`src/rtl/mips_pkg.sv`:
```
// Shared MIPS fetch-path constants, PC source encodings and fetch FSM states.
// Imported by every fetch-path file.
package mips_pkg;

  localparam logic [31:0] PC_RESET      = 32'h0000_0000;
  localparam logic [7:0]  FETCH_TIMEOUT = 8'd255;

  localparam logic [1:0] PC_SRC_ALU    = 2'b00;
  localparam logic [1:0] PC_SRC_ALUOUT = 2'b01;
  localparam logic [1:0] PC_SRC_JUMP   = 2'b10;
  localparam logic [1:0] PC_SRC_HOLD   = 2'b11;

  typedef enum logic {
    ST_IDLE  = 1'b0,
    ST_FETCH = 1'b1
  } fetch_state_e;

  function automatic logic [31:0] jump_target(
    input logic [31:0] pc,
    input logic [31:0] ir
  );
    return {pc[31:28], ir[25:0], 2'b00};
  endfunction

endpackage

```
`src/rtl/fetch_unit_if.sv`:
```
// Instruction-memory read port: request/address out, data/ready back.
// The fetch unit is the master.
interface fetch_unit_if;

  logic        mem_req;
  logic [31:0] mem_addr;
  logic [31:0] mem_rdata;
  logic        mem_ready;

  modport master (
    output mem_req,
    output mem_addr,
    input  mem_rdata,
    input  mem_ready
  );

  modport slave (
    input  mem_req,
    input  mem_addr,
    output mem_rdata,
    output mem_ready
  );

endinterface

```
`src/rtl/pc_next_mux.sv`:
```
// Combinational next-PC selection for the fetch unit.
// Jump targets are formed from the current (pre-load) ir.
module pc_next_mux
  import mips_pkg::*;
(
  input  logic [1:0]  pc_src,
  input  logic [31:0] pc,
  input  logic [31:0] ir,
  input  logic [31:0] alu_result,
  input  logic [31:0] alu_out,
  output logic [31:0] pc_next
);

  always_comb begin
    pc_next = pc;
    unique case (pc_src)
      PC_SRC_ALU:    pc_next = alu_result;
      PC_SRC_ALUOUT: pc_next = alu_out;
      PC_SRC_JUMP:   pc_next = jump_target(pc, ir);
      PC_SRC_HOLD:   pc_next = pc;
      default:       pc_next = pc;
    endcase
  end

endmodule

```
`src/rtl/fetch_unit.sv`:
```
// Multi-cycle MIPS fetch unit: PC register, IR, and a two-state
// memory fetch FSM with a wait-cycle timeout that inserts a NOP.
module fetch_unit
  import mips_pkg::*;
(
  input  logic               clk,
  input  logic               reset,
  input  logic               ir_write,
  input  logic               pc_en,
  input  logic [1:0]         pc_src,
  input  logic [31:0]        alu_result,
  input  logic [31:0]        alu_out,
  fetch_unit_if.master       mem,
  output logic [31:0]        pc,
  output logic [31:0]        ir,
  output logic [5:0]         op,
  output logic [5:0]         funct,
  output logic               busy,
  output logic               fetch_err
);

  fetch_state_e state;
  logic [31:0]  addr_q;
  logic         req_q;
  logic [7:0]   wait_cnt;
  logic [7:0]   wait_nxt;
  logic [31:0]  pc_next;

  pc_next_mux u_pc_mux (
    .pc_src     (pc_src),
    .pc         (pc),
    .ir         (ir),
    .alu_result (alu_result),
    .alu_out    (alu_out),
    .pc_next    (pc_next)
  );

  assign wait_nxt      = wait_cnt + 8'd1;
  assign mem.mem_req   = req_q;
  assign mem.mem_addr  = addr_q;
  assign op            = ir[31:26];
  assign funct         = ir[5:0];
  assign busy          = (state == ST_FETCH);

  always_ff @(posedge clk) begin
    if (!reset) begin
      pc <= PC_RESET;
    end else if (pc_en) begin
      pc <= pc_next;
    end
  end

  always_ff @(posedge clk) begin
    if (!reset) begin
      state     <= ST_IDLE;
      addr_q    <= PC_RESET;
      req_q     <= 1'b0;
      wait_cnt  <= 8'd0;
      ir        <= 32'h0;
      fetch_err <= 1'b0;
    end else begin
      unique case (state)
        ST_IDLE: begin
          if (ir_write) begin
            addr_q   <= pc;
            req_q    <= 1'b1;
            wait_cnt <= 8'd0;
            state    <= ST_FETCH;
          end
        end
        ST_FETCH: begin
          if (mem.mem_ready) begin
            ir    <= mem.mem_rdata;
            req_q <= 1'b0;
            state <= ST_IDLE;
          end else if (wait_nxt == FETCH_TIMEOUT) begin
            // give up: retire a NOP so the control unit can move on
            wait_cnt  <= wait_nxt;
            ir        <= 32'h0;
            fetch_err <= 1'b1;
            req_q     <= 1'b0;
            state     <= ST_IDLE;
          end else begin
            wait_cnt <= wait_nxt;
          end
        end
        default: state <= ST_IDLE;
      endcase
    end
  end

endmodule

```
`src/flat_wrapper.sv`:
```
// flat-port wrapper written by rule: the top's interface ports become plain ports
module fetch_unit_flat import mips_pkg::*;
  (clk, reset, ir_write, pc_en, pc_src, alu_result, alu_out, pc, ir, op, funct, busy, fetch_err, mem_mem_req, mem_mem_addr, mem_mem_rdata, mem_mem_ready);
  fetch_unit_if mem_i ();
  input  logic clk;
  input  logic reset;
  input  logic ir_write;
  input  logic pc_en;
  input  logic [1:0] pc_src;
  input  logic [31:0] alu_result;
  input  logic [31:0] alu_out;
  output logic [31:0] pc;
  output logic [31:0] ir;
  output logic [5:0] op;
  output logic [5:0] funct;
  output logic busy;
  output logic fetch_err;
  output wire logic [$bits(mem_i.mem_req)-1:0] mem_mem_req;
  output wire logic [$bits(mem_i.mem_addr)-1:0] mem_mem_addr;
  input wire logic [$bits(mem_i.mem_rdata)-1:0] mem_mem_rdata;
  input wire logic [$bits(mem_i.mem_ready)-1:0] mem_mem_ready;
  assign mem_mem_req = mem_i.mem_req;
  assign mem_mem_addr = mem_i.mem_addr;
  assign mem_i.mem_rdata = mem_mem_rdata;
  assign mem_i.mem_ready = mem_mem_ready;
  fetch_unit u_core (.clk(clk), .reset(reset), .ir_write(ir_write), .pc_en(pc_en), .pc_src(pc_src), .alu_result(alu_result), .alu_out(alu_out), .mem(mem_i), .pc(pc), .ir(ir), .op(op), .funct(funct), .busy(busy), .fetch_err(fetch_err));
endmodule
```
`config.mk`:
```
export PLATFORM = sky130hd
export DESIGN_NAME = fetch_unit_flat
export DESIGN_NICKNAME = d
export VERILOG_FILES = /design/src/rtl/mips_pkg.sv /design/src/rtl/fetch_unit_if.sv /design/src/rtl/pc_next_mux.sv /design/src/rtl/fetch_unit.sv /design/src/flat_wrapper.sv
export SDC_FILE = /design/constraint.sdc
export NUM_CORES = 1
export LEC_CHECK = 0
export ABC_AREA = 1
export BUFFER_PORTS_ARGS = -buffer_cell sky130_fd_sc_hd__buf_2
export CORE_UTILIZATION = 47
export CTS_CLUSTER_SIZE = 28
export DETAILED_ROUTE_END_ITERATION = 10
export HOLD_SLACK_MARGIN = 0.02
export PLACE_DENSITY = 0.8
export SLEW_MARGIN = 20
export SYNTH_ARGS = -nofsm -noshare
export SYNTH_HDL_FRONTEND = slang
export SYNTH_SLANG_ARGS = --single-unit
```
`constraint.sdc`:
```
create_clock -name clk -period 2.1 [get_ports clk]
set_clock_uncertainty 0.05 [all_clocks]
set_input_delay 0.42 -clock clk [delete_from_list [all_inputs] [get_ports clk]]
set_output_delay 0.42 -clock clk [all_outputs]
set_load 0.05 [all_outputs]
```
After elaboration in Yosys (flattened, before gate mapping)

Index checks and enable logic that the tools add are counted.

Mux-type cells: 14
Add/subtract/negate cells: 1
Bitwise gates (word level): 4
Reduce and logical (&&, ||, !) cells: 9
Equal/unequal tests: 7

Operator list:

| operator                                                              | number |
|---|---|
| 32-bit case mux with 3 select lines                                   | 1 |
| 32-bit 2-to-1 mux                                                     | 2 |
| 8-bit 2-to-1 mux                                                      | 2 |
| 8-bit case mux with 2 select lines                                    | 1 |
| 2-bit AND reduction                                                   | 5 |
| 8-bit by 1-bit adder with 8-bit output, second input constant         | 1 |
| 8-bit equality test, second input constant                            | 1 |
| 1-bit 2-to-1 mux                                                      | 6 |
| 3-bit AND reduction                                                   | 2 |
| 2-bit equality test, second input constant                            | 2 |
| 2-bit != test, second input constant                                  | 2 |
| 1-bit inverter                                                        | 4 |
| 1-bit case mux with 2 select lines                                    | 2 |
| 3-bit != test, second input constant                                  | 1 |
| 2-bit by 1-bit equality test with 1-bit output, second input constant | 1 |
| 2-bit logical NOT                                                     | 1 |
| 2-bit nonzero test                                                    | 1 |

Register bits: 107
Bits of input ports: 103
Output and inout bits: 111
Logic and storage cells: 43

Longest topological paths before layout

Word-level depth: 5
Mapped depth: 13
Depth with buffers taken out: 12

By module

From an unflattened synthesis, not the netlist that was laid out.

Cell total of the unflattened synthesis: 705
Area total of the unflattened synthesis: 5124.9 um^2

Modules (own cells, without submodules):

| module      | seq. area each (um^2) | times used | cells an instance | area an instance (um^2) |
|---|---|---|---|---|
| fetch_unit  | 2142.1                | 1          | 525               | 4194.0 |
| pc_next_mux | 0.0                   | 1          | 180               | 930.9 |

Worst setup path after synthesis

Ideal clock, no wire load.

Path kind: input -> register
Start point: input pc_src[0]
End point: register u_core.pc[29]
Path slack: 275 ps
Buffers on the path: 2
Arrival time: 1635 ps
Library setup time: 139 ps
Stages: 9
Required time: 1911 ps
Path through: inv_1 ha_1 clkbuf_1 clkinv_1 nand2_1 inv_1 clkbuf_1 a22oi_1 a21oi_1

Longest elaborated chain between the ends: 3
Elaborated cells between the ends (all ways): 8
Those cells by class: eq/ne (3); mux (1); bitwise (2); reduce/logical (2)

RTL lines:

| element                              | RTL line          | RTL |
|---|---|---|
| start, declared                      | flat_wrapper.sv:9 | `input logic [1:0] pc_src;` |
| 2-bit equality test                  | pc_next_mux.sv:16 | `unique case (pc_src)` |
| 1-bit inverter (no source line)      | --                |  |
| 3-bit AND reduction (no source line) | --                |  |
| end signal, assigned                 | fetch_unit.sv:49  | `pc <= pc_next;` |
| end, declared                        | fetch_unit.sv:14  | `output logic [31:0] pc,` |

Parallel ways exist; a longest one is shown, timed or not.
A chain may end at the register's enable or synchronous reset.

Worst setup path after layout

Start point: register u_core.wait_cnt[1]
End point: register u_core.ir[19]

Longest elaborated chain between the ends: 4

RTL lines:

| element                                | RTL line         | RTL |
|---|---|---|
| start, declared                        | fetch_unit.sv:25 | `logic [7:0] wait_cnt;` |
| start signal, assigned                 | fetch_unit.sv:78 | `wait_cnt <= wait_nxt;` |
| start signal, assigned                 | fetch_unit.sv:84 | `wait_cnt <= wait_nxt;` |
| 8-bit by 1-bit adder with 8-bit output | fetch_unit.sv:38 | `assign wait_nxt = wait_cnt + 8'd1;` |
| 8-bit equality test                    | fetch_unit.sv:76 | `end else if (wait_nxt == FETCH_TIMEOUT) begin` |
| 2-bit nonzero test (no source line)    | --               |  |
| 2-bit AND reduction (no source line)   | --               |  |
| end signal, assigned                   | fetch_unit.sv:73 | `ir <= mem.mem_rdata;` |
| end, declared                          | fetch_unit.sv:15 | `output logic [31:0] ir,` |

Every way passes these cells.

==> results.yml <==
detailed_routing:
  drt-total-wl_microns: 13500
  drc: 0
  wl_per_cell_microns: 14.7
  final_antenna_net_count: 0
  first_iter_violations: 229
  dr.pass1.iters: 7
  vias: 4819
  via_per_inst: 5.22
floorplanning:
  die_w_microns: 103
  std_cell_rows: 36
  io_pins: 214
  die_area_sq_um: 10500
  start_util: 0.487
  core_sq_um: 9770
  die_y_microns: 103
placed_design:
  place.gp.congestion: 0.904
  port-buffer-count: 213
  dp.cells: 908
  pre_cts_slack_ns: 0.0876
  place_hpwl_microns: 9810
logic_synthesis:
  synth_edf_count: 0
  synth_ff_type: "dfxtp_1"
  synth_nets: 706
  synth_xor_area_frac: 0
  synth_seq_area_share: 0.450
  syn_area_per_cell_sq_um: 7.96
  async_flop_share: 0
  muxShareOfSynthArea: 0
  netlist.area_leader.share: 0.450
  ys_types: 27
  ys.warnings.count: 0
  ys_seq_elements: 107
  synth-simple-area-share: 0.312
  yosys-top-cells-area: "dfxtp_1 45%, nand2_1 9.1%, o21ai_0 6.8%"
  syn_inst: 598
  synth_top_family_by_area: "simple AND/OR/NAND/NOR gates"
  synthAdderAreaFrac: 0.0131
  synth_area_sq_um: 4760
  yosys.area.top_type: "dfxtp_1"
  synth_compound_area_frac: 0.146
clocking:
  clk_pin_slew_worst_paths_ns: 0.10
  post_cts_buffers: 0
  ctsRootBufferMaster: "clkbuf_8"
  clock_sinks: 107
  hold_buffers: 0
  clk-insertion-delay-late_ns: 0.36
  cts_tree: "yes"
  htree_levels: 3
  clk_path_buf_depth: 2
  cts_resized: 0
  cts_buffers: 9
sta:
  whs_ns: 0.208
  post-route-min-period_ns: 1.91
  max-slew-margin-rel: 0.733
  setup_viol: 0
  setup_ws_ns: 0.187
  max_freq_mhz: 523
  finalHoldViolCount: 0
  rsz0062_at_grt: "false"
  drv_slew: 0
  period_share: 0.911
  tightest_slew_ns: 0.401
  fin_tns_setup_ns: 0
power:
  swShare: 0.349
  ir_drop_mv: 0.393
  clockPowerShare: 0.272
  p_int_mw: 3.00
  pwr-share-seq: 0.486
  p_comb_frac: 0.242
  switchingPower_mw: 1.61
  p_leak_nw: 2.84
  power.density_nw_per_um2: 763
global_route:
  gr-total-overflow: 0
  antenna_found_initial: 0
  grt_pass1_vias: 4363
  grt_pass1_wl_microns: 20800
  track_usage: 0.255
  grt_max_degree: 70
setup_path:
  cp.required_ns: 2.31
  rrSetupSlack_ns: 0.19
  end_kind: "register"
  start_kind: "register"
  crit_path_max_fanout: 33
  path_class: "register to register"
  crit_arrival_ns: 2.13
layout:
  final_common_cell: "buf_2"
  areaGrowthSynthToFinish_pct: 27.1
  n_antenna_cell: 0
  mostFrequentLayoutCells: "212 x buf_2, 115 x nand2_1, 107 x dfxtp_1"
  nNetsFinal: 894
  post_route_cells_drive_above_1_share: 0.401
  final_cells: 924
flow_run:
  drv_cap: 0
hold_path:
  min_path_type: "primary input to register"
outcome:
  outcome: "finished, final reports clean"
## registers in the layout, summed over array words and instances, names as in the netlist
| name | flops |
|---|---|
| u_core.pc | 32 |
| u_core.mem.mem_req | 1 |
| u_core.fetch_err | 1 |
| u_core.mem.mem_addr | 32 |
| u_core.wait_cnt | 8 |
| u_core.ir | 32 |
| u_core.busy | 1 |
## kinds of logic (layout without fill, tap and decap cells)
logic type | count (synthesis) | after routing
AND/OR/NAND/NOR | 300 | 300
AO/OA/AOI/OAI | 113 | 113
flip-flops | 107 | 107
buffers and inverters | 73 | 266
adder cells (fa/ha/maj) | 5 | 5
## stage by stage
| stage | power (mW) | cell area, sq um | utilization |
|---|---|---|---|
| global route | 4.83 | 6050 | 0.619 |
| floorplan | 3.06 | 4760 | - |
| CTS | 4.64 | 6040 | 0.618 |
| finish | 4.61 | 6050 | 0.619 |
| detailed placement | 3.40 | 5850 | 0.598 |
| global placement | 3.38 | 5850 | 0.598 |
## metal layers
| layer | up-vias | share of wire | routed length [microns] | GRT usage |
|---|---|---|---|---|
| met1 | 2196 | 0.41 | 5620 | 0.322 |
| met5 | - | 0 | 0 | 0 |
| met4 | 0 | 0.019 | 257 | 0.101 |
| li1 | 2369 | - | - | - |
| met3 | 23 | 0.073 | 992 | 0.0441 |
| met2 | 231 | 0.49 | 6680 | 0.432 |
## worst max-delay path, stage by stage (launching register included)
cell	delay (ns)
dfxtp_1	0.42
ha_1	0.25
inv_1	0.06
nand2_1	0.08
nand2_1	0.05
nor2_1	0.09
nand3_1	0.09
nor2_2	0.10
nand2_2	0.08
nand2_2	0.11
nand2_8	0.20
nand3_2	0.15
nand2_2	0.04
## power groups by stage
| stage | Combinational, mW | Clock (mW) | Sequential (mW) |
|---|---|---|---|
| global placement | 1.10 | 0 | 2.28 |
| CTS | 1.12 | 1.28 | 2.24 |
| global route | 1.19 | 1.38 | 2.26 |
| finish | 1.12 | 1.26 | 2.24 |
| detailed placement | 1.12 | 0 | 2.29 |
| floorplan | 0.366 | 0 | 2.70 |
## layout make-up
cell class                      count  area, sq um
Clock inverter                      5         60.1
Timing Repair Buffer              229         1210
Tap cell                          133          166
Sequential cell                   107         2140
Multi-Input combinational cell    418         2250
Clock buffer                       11          131
Fill cell                         860         3730
Inverter                           21         78.8
## path summary, 6_finish.rpt
kind | from | to | cells after the start
setup / recovery | u_core.wait_cnt[1] | u_core.ir[19] | 12
hold / removal | mem_mem_rdata[4] | u_core.ir[4] | 3
setup reg to reg | u_core.wait_cnt[1] | u_core.ir[19] | 12
hold reg to reg | u_core.fetch_err | u_core.fetch_err | 1
## synthesized netlist by cell type, types with 3 or more instances
master,instances
a21oi_1,12
a22oi_1,4
a41oi_1,26
buf_12,3
buf_4,14
clkbuf_1,31
clkinv_1,4
dfxtp_1,107
ha_1,5
inv_1,17
nand2_1,115
nand2_2,34
nand3_1,38
nand3_2,32
nor2_1,73
nor2_2,3
o21ai_0,65
(Power assumes the default switching activity.)
